$ cat config.mk
export PLATFORM = sky130hd
export DESIGN_NAME = data_sram_req
export DESIGN_NICKNAME = d
export VERILOG_FILES = /design/src/rtl/data_sram_req.sv
export SDC_FILE = /design/constraint.sdc
export NUM_CORES = 1
export LEC_CHECK = 0
export ABC_CLOCK_PERIOD_IN_PS = 4300
export CAP_MARGIN = 25
export CORE_ASPECT_RATIO = 1.5
export CORE_MARGIN = 2
export CORE_UTILIZATION = 44
export DETAILED_ROUTE_END_ITERATION = 10
export MAX_ROUTING_LAYER = met4
export PLACE_DENSITY = 0.89
export SLEW_MARGIN = 5
export SYNTH_ARGS = -nofsm -noshare
export SYNTH_HDL_FRONTEND = slang
export SYNTH_SLANG_ARGS = --single-unit
$ cat constraint.sdc
create_clock -name clk -period 4.3 [get_ports clk]
set_clock_uncertainty 0.2 [all_clocks]
set_input_delay 0.645 -clock clk [delete_from_list [all_inputs] [get_ports clk]]
set_output_delay 0.645 -clock clk [all_outputs]
set_load 0.01 [all_outputs]
$ cat src/rtl/data_sram_req.sv
// Data-SRAM request engine: turns one EX load/store into a req/resp bus transaction.
// Optional response watchdog enabled by defining DATA_SRAM_REQ_TIMEOUT_EN.
module data_sram_req #(
  parameter int unsigned TIMEOUT_CYCLES = 255
) (
  input  logic        clk,
  input  logic        rst,
  input  logic        ex_valid,
  input  logic        ex_we,
  input  logic [1:0]  ex_size,
  input  logic [31:0] ex_addr,
  input  logic [31:0] ex_wdata,
  input  logic        mem_stall,
  output logic        data_req,
  output logic        data_wr,
  output logic [1:0]  data_size,
  output logic [31:0] data_addr,
  output logic [31:0] data_wdata,
  input  logic        data_addr_ok,
  input  logic        data_data_ok,
  input  logic [31:0] data_rdata,
  output logic [3:0]  data_ram_sel,
  output logic [31:0] rdata_out,
  output logic        rdata_valid,
  output logic        stallreq,
  output logic        misalign,
  output logic        bus_err
);

  typedef enum logic [1:0] {S_IDLE, S_REQ, S_WAIT, S_DONE} state_e;

  state_e      state_q, state_d;
  logic [31:0] addr_q, addr_d;
  logic [31:0] wdata_q, wdata_d;
  logic [31:0] rdata_q, rdata_d;
  logic [1:0]  size_q, size_d;
  logic [3:0]  sel_q, sel_d;
  logic        we_q, we_d;

  logic        is_half, is_word, accept_ok, take_new;
  logic [3:0]  lane_sel;
  logic [31:0] lane_wdata;
  logic [1:0]  lane_size;

`ifdef DATA_SRAM_REQ_TIMEOUT_EN
  localparam int unsigned CNT_W = ($clog2(TIMEOUT_CYCLES + 1) > 8) ? $clog2(TIMEOUT_CYCLES + 1) : 8;
  localparam logic [CNT_W-1:0] CNT_LAST = CNT_W'(TIMEOUT_CYCLES - 1);
  logic [CNT_W-1:0] cnt_q, cnt_d;
  logic             bus_err_q, bus_err_d;
`endif

  always_comb begin
    is_half    = (ex_size == 2'b01);
    is_word    = ex_size[1];
    misalign   = ex_valid & ((is_half & ex_addr[0]) | (is_word & (ex_addr[1:0] != 2'b00)));
    accept_ok  = ex_valid & ~misalign;
    lane_sel   = 4'b1111;
    lane_wdata = ex_wdata;
    lane_size  = 2'b10;
    if (!is_word) begin
      if (is_half) begin
        lane_sel   = ex_addr[1] ? 4'b1100 : 4'b0011;
        lane_wdata = {2{ex_wdata[15:0]}};
        lane_size  = 2'b01;
      end else begin
        lane_sel   = 4'b0001 << ex_addr[1:0];
        lane_wdata = {4{ex_wdata[7:0]}};
        lane_size  = 2'b00;
      end
    end
  end

  always_comb begin
    state_d  = state_q;
    addr_d   = addr_q;
    wdata_d  = wdata_q;
    rdata_d  = rdata_q;
    size_d   = size_q;
    sel_d    = sel_q;
    we_d     = we_q;
    stallreq = 1'b0;
    take_new = 1'b0;

    case (state_q)
      S_IDLE: begin
        if (accept_ok) begin
          take_new = 1'b1;
          state_d  = S_REQ;
          stallreq = 1'b1;
        end
      end
      S_REQ: begin
        stallreq = 1'b1;
        if (data_addr_ok && data_data_ok) begin
          rdata_d = we_q ? '0 : data_rdata;
          state_d = S_DONE;
        end else if (data_addr_ok) begin
          state_d = S_WAIT;
        end
      end
      S_WAIT: begin
        stallreq = 1'b1;
        if (data_data_ok) begin
          rdata_d = we_q ? '0 : data_rdata;
          state_d = S_DONE;
        end
      end
      S_DONE: begin
        if (!mem_stall) begin
          // Accept straight from DONE so back-to-back accesses skip IDLE.
          if (accept_ok) begin
            take_new = 1'b1;
            state_d  = S_REQ;
            stallreq = 1'b1;
          end else begin
            state_d = S_IDLE;
          end
        end
      end
      default: state_d = S_IDLE;
    endcase

    if (take_new) begin
      addr_d  = ex_addr;
      wdata_d = lane_wdata;
      size_d  = lane_size;
      sel_d   = lane_sel;
      we_d    = ex_we;
    end

`ifdef DATA_SRAM_REQ_TIMEOUT_EN
    bus_err_d = 1'b0;
    cnt_d     = cnt_q;
    if (take_new) begin
      cnt_d = '0;
    end else if (state_q == S_REQ || state_q == S_WAIT) begin
      cnt_d = cnt_q + CNT_W'(1);
      // A real completion in the expiry cycle wins over the watchdog.
      if (state_d != S_DONE && cnt_q == CNT_LAST) begin
        state_d   = S_DONE;
        rdata_d   = '0;
        sel_d     = '0;
        bus_err_d = 1'b1;
      end
    end
`endif
  end

  always_ff @(posedge clk) begin
    if (rst) begin
      state_q <= S_IDLE;
      addr_q  <= '0;
      wdata_q <= '0;
      rdata_q <= '0;
      size_q  <= '0;
      sel_q   <= '0;
      we_q    <= 1'b0;
    end else begin
      state_q <= state_d;
      addr_q  <= addr_d;
      wdata_q <= wdata_d;
      rdata_q <= rdata_d;
      size_q  <= size_d;
      sel_q   <= sel_d;
      we_q    <= we_d;
    end
  end

`ifdef DATA_SRAM_REQ_TIMEOUT_EN
  always_ff @(posedge clk) begin
    if (rst) begin
      cnt_q     <= '0;
      bus_err_q <= 1'b0;
    end else begin
      cnt_q     <= cnt_d;
      bus_err_q <= bus_err_d;
    end
  end
  assign bus_err = bus_err_q;
`else
  assign bus_err = 1'b0;
`endif

  assign data_req     = (state_q == S_REQ);
  assign data_wr      = we_q;
  assign data_size    = size_q;
  assign data_addr    = addr_q;
  assign data_wdata   = wdata_q;
  assign data_ram_sel = sel_q;
  assign rdata_out    = rdata_q;
  assign rdata_valid  = (state_q == S_DONE);

endmodule

==> summary.md <==
| Metric | Value |
|---|---|
| Outcome | completed |
| H-tree Lvls | 3 |
| Post-synth EDFFs | 0 |
| Area occupied by multi-input gates | roughly 2100 um^2 |
| DRT Pass-1 Iters | 4 |
| Post-CTS setup buffer count | 0 |
| Sequential share of the synthesized area | a little under half |
| Clock Tree Buf Depth | 2 |
| Largest net degree at the start of global routing | 87 |
| Fin. max-slew vios | 0 |
| Fillers | ~770 |
| Worst reg-to-reg setup slack | ~1.7 ns |
| Mean Syn Cell Area | 8.52 um^2 |
| Crit path arrival time | ~2.4 ns |
| Setup crit end kind | primary output |
| Worst-path fanout max | 20 |
| Root Driver | clkbuf_16 |
| Met2 routed WL | around 6500 um |
| Clk_lat worst skew | 0.34 ns |
| Yosys cell types | 42 |
| Setup violators final | 0 |
| Core area | a little over 10,000 um^2 |
| Total power | around 3.2 mW |
| Min-Delay Startpoint | data_addr[8] |
| Routed vias/inst | roughly 5.2 |
| Buffers on Ports | roughly 210 |
| R2r startpoint | state_q[0] |
| Die ar. | approximately 11,000 um^2 |
| Max-slew headroom | between 30% and 40% |
| Startpoint types | input pin |
| DR vias | roughly 4,400 |
| Pleak | 2.38 nW |
| Chip width | 86.6 um |
| Vias in the first global route | 4,307 |
| Worst r2r dst | data_wdata[14] |
| Achievable Freq | between 300 and 400 MHz |
| GRT overflow | 0 |
| Number of CTS-inserted buffers | 9 |
| CTS Hold Bufs | 0 |
| Post-Syn Nets | 639 |
| FF/Latch Area | 2100 um^2 |
| Initial DRC Count | 89 |
| Share of async-settable or async-resettable flops after synthesis | 0% |
| ANT nets after route | 0 |
| GP Congestion | approximately 0.84 |
| Initial Util | roughly 45% |
| Most frequent cells in the layout | 210 x clkdlybuf4s50_1, 150 x nand2_1, 105 x dfxtp_1, 84 x a21oi_1, 32 x nand3b_1 |
| RSZ-0062 raised after global routing | false |
| Setup_tns | 0 ns |
| Max-Cap Viols | 0 |
| CTS Sinks | ~110 |
| Synth Register Bits | roughly 110 |
| Synth warn | 0 |
| Drt wl/cell | 15.3 um |
| Die H | ~130 um |
| Commonest non-fill, non-tap cell in the layout | clkdlybuf4s50_1 |
| Boundary pin count | between 200 and 250 |
| DR top layer | met4 |
| First-pass GRT wire length | 20,200 um |
| Worst Hold Path EP | data_addr[8] |
| Met3 wire len | between 700 and 800 um |
| Num rows | 45 |
| R2R depth | 6 |
| Drt drc | 0 |
| Primary FF master, synth | dfxtp_1 |
| Peak VDD IR | 0.000306 V |
| All-Layer GR Usage | 23.5% |
| CP required | 3.45 ns |
| Post-synthesis cell area | ~4500 um^2 |
| Worst-path clk slew | roughly 0.070 ns |
| Cells after Synth | around 530 |
| Initial antenna violation count | 0 |
| Slew @ Worst Pin | 0.932 ns |
| Synth-to-Final Area Change | 52.7% |
| Hold depth | 2 |
| Layout cells sized above 1 | 7.50% |
| # diodes | 0 |
| WS Path Type | in2out |
| Fin crit share | between 70 and 80% |
| Placed cells | between 800 and 900 |
| Fin nets | roughly 830 |
| Post-CTS Resized | 0 |
| Min-Delay Path Class | reg2reg |
| Power Dens Cells | 466 nW/um^2 |
| Final Non-Filler Cells | roughly 840 |
| Routed wire length | around 13,000 um |
| Detailed placement HPWL | just over 9000 um |
| Hold Vio Cnt, Final | 0 |
| CTS tree | yes |
| WL met1 | 5110 um |
| Minimum clock period | about 3.2 ns |
## routing by layer
| layer | vias up | GRT usage (%) |
|---|---|---|
| met5 | - | - |
| met3 | 28 | 5.34 |
| li1 | 2153 | - |
| met1 | 2035 | 26.8 |
| met2 | 176 | 39.2 |
| met4 | 0 | 10.1 |
## layout make-up
| type | count | area share, % |
|---|---|---|
| multi-input cells | 374 | 30.7 |
| clock inverters | 6 | 0.709 |
| clock buffers | 10 | 3.47 |
| inverters | 7 | 0.382 |
| well taps | 117 | 2.13 |
| flip-flops and latches | 105 | 30.5 |
| repair buffers | 218 | 32.0 |
## synthesized netlist by cell type (2+ instances only)
master	count	area, um^2
buf_2	15	75.1
a311oi_2	8	120
buf_8	2	30.0
nand3b_1	32	240
nor2_1	21	78.8
nand2_1	150	563
a21oi_2	6	52.6
a211oi_2	8	100
a21oi_1	84	420
buf_4	7	52.6
o22ai_1	3	18.8
inv_1	7	26.3
buf_6	4	45.0
mux2i_1	16	160
o21ai_0	17	85.1
ha_1	5	62.6
nand2_2	2	12.5
dfxtp_1	105	2100
clkbuf_1	14	52.6
## through the flow
step,utilization (%),worst slack (ns),hold slack (ns),instance area (um^2)
global route,68.3,0.989,0.272,6880
floorplan,-,1.97,0.276,4510
CTS,67.9,1.07,0.257,6850
global placement,64.8,1.08,0.239,6530
finish,68.3,1.08,0.255,6880
detailed placement,65.1,1.09,0.246,6560
## worst max path at each step
stage	from	endpoint	slack, ns
global placement	ex_size[0]	stallreq	1.08
floorplan	ex_size[0]	stallreq	1.97
detailed placement	ex_size[0]	misalign	1.09
global route	ex_size[0]	stallreq	0.99
finish	ex_size[0]	stallreq	1.08
CTS	ex_size[0]	misalign	1.07
## worst max-delay path, stage by stage
cell	delay [ns]
clkdlybuf4s50_1	0.46
buf_4	0.26
nor2_1	0.06
buf_4	0.17
o221ai_1	0.17
o21ai_0	0.11
clkdlybuf4s50_1	0.49
## registers in the layout, summed over array words and instances, names as in the netlist
signal / count
data_ram_sel: 4
state_q: 2
data_addr: 32
rdata_out: 32
data_size: 2
data_wdata: 32
data_wr: 1
## report_power, final
group / internal [mW] / switching, mW / leakage (nW) / total [mW]
Clock: 0.416 / 0.371 / 0.137 / 0.787
Sequential: 1.14 / 0.0959 / 0.853 / 1.24
Combinational: 0.601 / 0.586 / 1.39 / 1.19
## cells by family (layout without fill, tap and decap cells)
kind of cell	count (synthesis)	in the layout	synth area share [%]
AOI/OAI and AO/OA	138	138	20.4
adders and majority gates	5	5	1.39
buffers and inverters	50	241	6.69
DFF	105	105	46.6
muxes	17	17	3.80
other	1	1	0.0832
and+or+nand+nor	213	213	21.0
Note: power is estimated with default switching activity, not from simulation.
